File: src/rtl/accum_table_ctrl.sv
// rtl/accum_table_ctrl.sv - accumulator table sequencer for CLEAR, skewed WRITE and READ commands
// Optional perf counters are enabled by defining ACCUM_CTRL_PERF_EN.
module accum_table_ctrl #(
    parameter int MAX_OUT_ROWS = 128,
    parameter int MAX_OUT_COLS = 128,
    parameter int SYS_ARR_ROWS = 16,
    parameter int SYS_ARR_COLS = 16,
    localparam int NUM_ACCUM_ROWS = MAX_OUT_ROWS * (MAX_OUT_COLS / SYS_ARR_COLS),
    localparam int AW = $clog2(NUM_ACCUM_ROWS),
    localparam int NW = $clog2(MAX_OUT_ROWS) + 1
) (
    input  logic                         clk,
    input  logic                         reset_n,
    input  logic                         start,
    input  logic [1:0]                   op,
    input  logic [AW-1:0]                base_addr,
    input  logic [NW-1:0]                num_rows,
    output logic                         busy,
    output logic                         done,
    output logic                         rd_valid,
    output logic [SYS_ARR_COLS-1:0]      clear,
    output logic [SYS_ARR_COLS-1:0]      rd_en,
    output logic [SYS_ARR_COLS-1:0]      wr_en,
    output logic [AW*SYS_ARR_COLS-1:0]   rd_addr,
    output logic [AW*SYS_ARR_COLS-1:0]   wr_addr
`ifdef ACCUM_CTRL_PERF_EN
    ,
    output logic [31:0]                  perf_busy_cycles,
    output logic [15:0]                  perf_cmds
`endif
);

    localparam int TW = $clog2(MAX_OUT_ROWS + SYS_ARR_COLS + 0 * SYS_ARR_ROWS);

    typedef enum logic [2:0] {S_IDLE, S_CLEAR, S_WRITE, S_READ, S_FIN} state_t;

    state_t                      state_q, state_d;
    logic [TW-1:0]               t_q, t_d;
    logic [AW-1:0]               base_q, base_d;
    logic [NW-1:0]               n_q, n_d;

    logic                        busy_d, done_d, rd_valid_d;
    logic [SYS_ARR_COLS-1:0]     clear_d, rd_en_d, wr_en_d;
    logic [AW*SYS_ARR_COLS-1:0]  rd_addr_d, wr_addr_d;
    logic [AW:0]                 wsum, rsum;
    int                          tc;

    always_comb begin
        state_d = state_q;
        t_d     = t_q;
        base_d  = base_q;
        n_d     = n_q;
        unique case (state_q)
            S_IDLE: begin
                if (start) begin
                    base_d = base_addr;
                    n_d    = (num_rows > NW'(MAX_OUT_ROWS)) ? NW'(MAX_OUT_ROWS) : num_rows;
                    t_d    = '0;
                    case (op)
                        2'b00:   state_d = S_CLEAR;
                        2'b01:   state_d = (n_d == '0) ? S_FIN : S_WRITE;
                        2'b10:   state_d = (n_d == '0) ? S_FIN : S_READ;
                        default: state_d = S_FIN;
                    endcase
                end
            end
            S_CLEAR: state_d = S_FIN;
            S_WRITE: begin
                // last column finishes SYS_ARR_COLS-1 cycles after column 0
                if (t_q == TW'(n_q) + TW'(SYS_ARR_COLS - 2)) state_d = S_FIN;
                else t_d = t_q + 1'b1;
            end
            S_READ: begin
                if (t_q == TW'(n_q) - 1'b1) state_d = S_FIN;
                else t_d = t_q + 1'b1;
            end
            S_FIN:   state_d = S_IDLE;
            default: state_d = S_IDLE;
        endcase
    end

    // Outputs are registered from next-state so they line up with state_q.
    always_comb begin
        busy_d     = (state_d != S_IDLE);
        done_d     = (state_d == S_FIN);
        rd_valid_d = rd_en[0];
        clear_d    = {SYS_ARR_COLS{state_d == S_CLEAR}};
        rd_en_d    = {SYS_ARR_COLS{state_d == S_READ}};
        wr_en_d    = '0;
        wr_addr_d  = '0;
        wsum       = '0;
        tc         = 0;
        for (int c = 0; c < SYS_ARR_COLS; c++) begin
            tc   = int'(t_d) - c;
            wsum = {1'b0, base_d} + (AW+1)'(tc);
            if (wsum >= (AW+1)'(NUM_ACCUM_ROWS)) wsum = wsum - (AW+1)'(NUM_ACCUM_ROWS);
            if (state_d == S_WRITE && tc >= 0 && tc < int'(n_d)) begin
                wr_en_d[c]             = 1'b1;
                wr_addr_d[AW*c +: AW]  = wsum[AW-1:0];
            end
        end
        rsum = {1'b0, base_d} + (AW+1)'(t_d);
        if (rsum >= (AW+1)'(NUM_ACCUM_ROWS)) rsum = rsum - (AW+1)'(NUM_ACCUM_ROWS);
        rd_addr_d = (state_d == S_READ) ? {SYS_ARR_COLS{rsum[AW-1:0]}} : '0;
    end

    always_ff @(posedge clk or negedge reset_n) begin
        if (!reset_n) begin
            state_q  <= S_IDLE;
            t_q      <= '0;
            base_q   <= '0;
            n_q      <= '0;
            busy     <= 1'b0;
            done     <= 1'b0;
            rd_valid <= 1'b0;
            clear    <= '0;
            rd_en    <= '0;
            wr_en    <= '0;
            rd_addr  <= '0;
            wr_addr  <= '0;
        end else begin
            state_q  <= state_d;
            t_q      <= t_d;
            base_q   <= base_d;
            n_q      <= n_d;
            busy     <= busy_d;
            done     <= done_d;
            rd_valid <= rd_valid_d;
            clear    <= clear_d;
            rd_en    <= rd_en_d;
            wr_en    <= wr_en_d;
            rd_addr  <= rd_addr_d;
            wr_addr  <= wr_addr_d;
        end
    end

`ifdef ACCUM_CTRL_PERF_EN
    always_ff @(posedge clk or negedge reset_n) begin
        if (!reset_n) begin
            perf_busy_cycles <= '0;
            perf_cmds        <= '0;
        end else begin
            if (busy && perf_busy_cycles != '1) perf_busy_cycles <= perf_busy_cycles + 1'b1;
            if (state_q == S_IDLE && start)     perf_cmds <= perf_cmds + 1'b1;
        end
    end
`endif

endmodule

File: config.mk
export PLATFORM = sky130hd
export DESIGN_NAME = accum_table_ctrl
export DESIGN_NICKNAME = d
export VERILOG_FILES = /design/src/rtl/accum_table_ctrl.sv
export SDC_FILE = /design/constraint.sdc
export NUM_CORES = 1
export LEC_CHECK = 0
export CORE_ASPECT_RATIO = 0.8
export CORE_MARGIN = 1.5
export CORE_UTILIZATION = 37
export DETAILED_ROUTE_END_ITERATION = 7
export PLACE_DENSITY = 0.59
export SYNTH_ARGS = -nofsm -noshare
export SYNTH_HDL_FRONTEND = slang
export SYNTH_SLANG_ARGS = --single-unit
export TNS_END_PERCENT = 1
File: constraint.sdc
create_clock -name clk -period 7.4 [get_ports clk]
set_clock_uncertainty 0.1 [all_clocks]
set_input_delay 1.48 -clock clk [delete_from_list [all_inputs] [get_ports clk]]
set_output_delay 1.48 -clock clk [all_outputs]
set_load 0.02 [all_outputs]
==> metrics.md <==
| Metric | Value |
|---|---|
| Total track usage | `0.216` |
| Post-route DRC | `0` |
| RSZ-0062 raised after global routing | `false` |
| Clock latency on the worst-skew pair | `540 ps` |
| Critical Path RT | `7730 ps` |
| DRT iter0 DRCs | `783` |
| Congestion Overflow GR | `0` |
| Setup_tns | `0 ps` |
| Syn_area_per_cell | `9.49 sq um` |
| Post-CTS setup buffer count | `0` |
| Max-cap violations | `0` |
| Pins over their slew limit | `0` |
| Die height | `192 um` |
| Sequential area share after synthesis | `0.333` |
| Worst path max stage delay | `530 ps` |
| Post-synth top area share | `0.333` |
| CTS tree | `done` |
| Highest Signal Layer | `met4` |
| Port Buffers | `393` |
| WP data arrival | `6800 ps` |
| Reg area | `5510 sq um` |
| CTS sink cnt | `220` |
| Fin util | `0.465` |
| Synth cell types | `70` |
| Asr flop ratio synth | `1.00` |
| Buffers and inverters on the worst path | `2` |
| Initial antenna violation count | `0` |
| Wire per inst | `19.5 um` |
| Root Buffer | `clkbuf_16` |
| Final worst setup slack | `930 ps` |
| Number of synthesized register bits | `220` |
| H-tree Lvls | `1` |
| Top delay family on crit path | `simple AND/OR/NAND/NOR gates` |
| Die W | `239 um` |
| Metal-1 WL | `23700 um` |
| Met3 wire length | `2890 um` |
| Critical-path top delay cell | `or4b_4` |
| CTS Hold Buffers Added | `0` |
| Final min period | `6470 ps` |
| Post-synth EDFFs | `0` |
| CP Launch Type | `flip-flop` |
| Clock transition at path regs | `70 ps` |
| Pre-CTS WS | `940 ps` |
| Period utilisation layout | `0.874` |
| First-pass GRT wire length | `76400 um` |
| Syn Inst Count | `1741` |
| Status | `finished, final reports clean` |
| Post-synth top area cell | `dfrtp_1` |
| Setup-failing EPs final | `0` |
| Mean number of vias per cell | `5.02` |
| Main synth FF type | `dfrtp_1` |
| Vias in the first global route | `12711` |
| Core ar. | `44200 sq um` |
| Mapped Nets | `1990` |
| Cell Area, Synth | `16500 sq um` |
| Die footprint | `46000 sq um` |
| Via Count | `12897` |
| Kind of critical path | `flip-flop to flip-flop` |
| Max Fclk | `155 MHz` |
| Antenna cells | `0` |
| FILL cells | `4240` |
| Detailed Routing Iterations Pass 1 | `5` |
| Slew headroom | `0.285` |
| Gpl congestion | `0.900` |
| DPL Wire Length | `37400 um` |
| Slew @ Worst Pin | `1070 ps` |
| Layout cells sized above 1 | `0.0574` |
| Worst-path fanout max | `17` |
| Top-count cell post-synth | `ha_1` |
| Area used by multi-input combinational logic | `9180 sq um` |
| Ys Warns | `0` |
| Hold WC Path Type | `flip-flop to flip-flop` |
| Final Hold Viols | `0` |
| # rows | `69` |
| Post-cts resize count | `0` |
| I/O pins | `394` |
| Critical Path Sink Type | `flip-flop` |
| Met2 WL | `22700 um` |
| Fin nets | `2204` |
| Clock Path Buffers | `3` |
| Synthesis-to-layout area growth | `24.4%` |
| Num CTS Buffers | `24` |
| Drt total wl | `50000 um` |
| Routed Antenna Nets | `0` |
| Synth cell count leaders | `ha_1, dfrtp_1, nor2_1, buf_4, xnor2_1` |
| CP cell instances | `inv_1, ha_1, nand2_1, and4_1, or4b_4, nor4b_4, or2_1, or4_1, and3_1, buf_4, nand3_2, a21oi_1, xor2_1, ha_1, and3_1, nor2b_1, a2111oi_0, o311ai_2, nor3_1` |
| Pin count of the biggest net entering global routing | `127` |
| Synth top area cells | `dfrtp_1, ha_1, buf_4, xnor2_1, nor2_1` |
| Initial Util | `0.374` |
sequential cells by signal, indices dropped and copies added (netlist names):
register,count
wr_addr,160
wr_en,16
base_q,10
rd_addr,10
n_q,8
t_q,8
state_q,3
busy,1
clear,1
done,1
rd_en,1
rd_valid,1
cell type report:
cell class / count / area share
well taps: 603 / 0.0367
flip-flops and latches: 220 / 0.268
multi-input cells: 1230 / 0.446
clock inverters: 8 / 0.00475
repair buffers: 415 / 0.200
clock buffers: 31 / 0.0330
inverters: 64 / 0.0117
routing by layer:
metal,vias to the layer above,GRT usage
li1,6209,-
met1,6263,0.304
met2,379,0.352
met3,46,0.0371
met4,0,0.0338
met5,-,0
cells in the final DEF, fill, tap and decap left out, drive strengths merged, types with 5 or more instances in the layout:
cell type / count
clkdlybuf4s50: 392
ha: 222
dfrtp: 220
nor2: 201
xnor2: 129
a21oi: 122
a21o: 99
nand2: 68
inv: 65
xor2: 62
o21ai: 62
nor2b: 35
clkbuf: 31
nand2b: 29
nor3: 28
nand3: 27
buf: 23
o21a: 20
a211oi: 15
nand4: 14
mux2: 9
a2111oi: 7
and3: 6
and2: 6
or2: 6
o31ai: 6
nor4: 5
clkinv: 5
metrics by stage:
step                      std cells  hold slack [ps]  instance area, sq um
final                          2571              424                 20600
after global routing           2571              453                 20600
after floorplan                1741              377                 16500
after CTS                      2571              429                 20600
after global placement         2532              413                 19800
after detailed placement       2532              413                 19800
cell families (layout without fill, tap and decap cells):
family	count (synthesis)	count (layout)	share of synthesized area
xor gates and xnor gates	191	191	0.102
buffers and inverters	291	518	0.114
adders and majority gates	228	228	0.174
AOI/OAI and AO/OA	359	359	0.142
muxes	13	13	0.00855
and+or+nand+nor	439	439	0.126
DFF	220	220	0.333
worst paths after layout:
check	start	endpoint	slack [ps]	cells after the start
max in group asynchronous	reset_n	wr_addr[113]	5140	2
max	n_q[1]	wr_addr[123]	930	19
min reg2reg	base_q[0]	base_q[0]	420	1
min	base_q[0]	base_q[0]	420	1
max reg2reg	n_q[1]	wr_addr[123]	930	19
min in group asynchronous	reset_n	wr_addr[104]	820	1
Power is not shown: default switching activity piles up to over one toggle a cycle in this logic, so the estimate is an artifact.
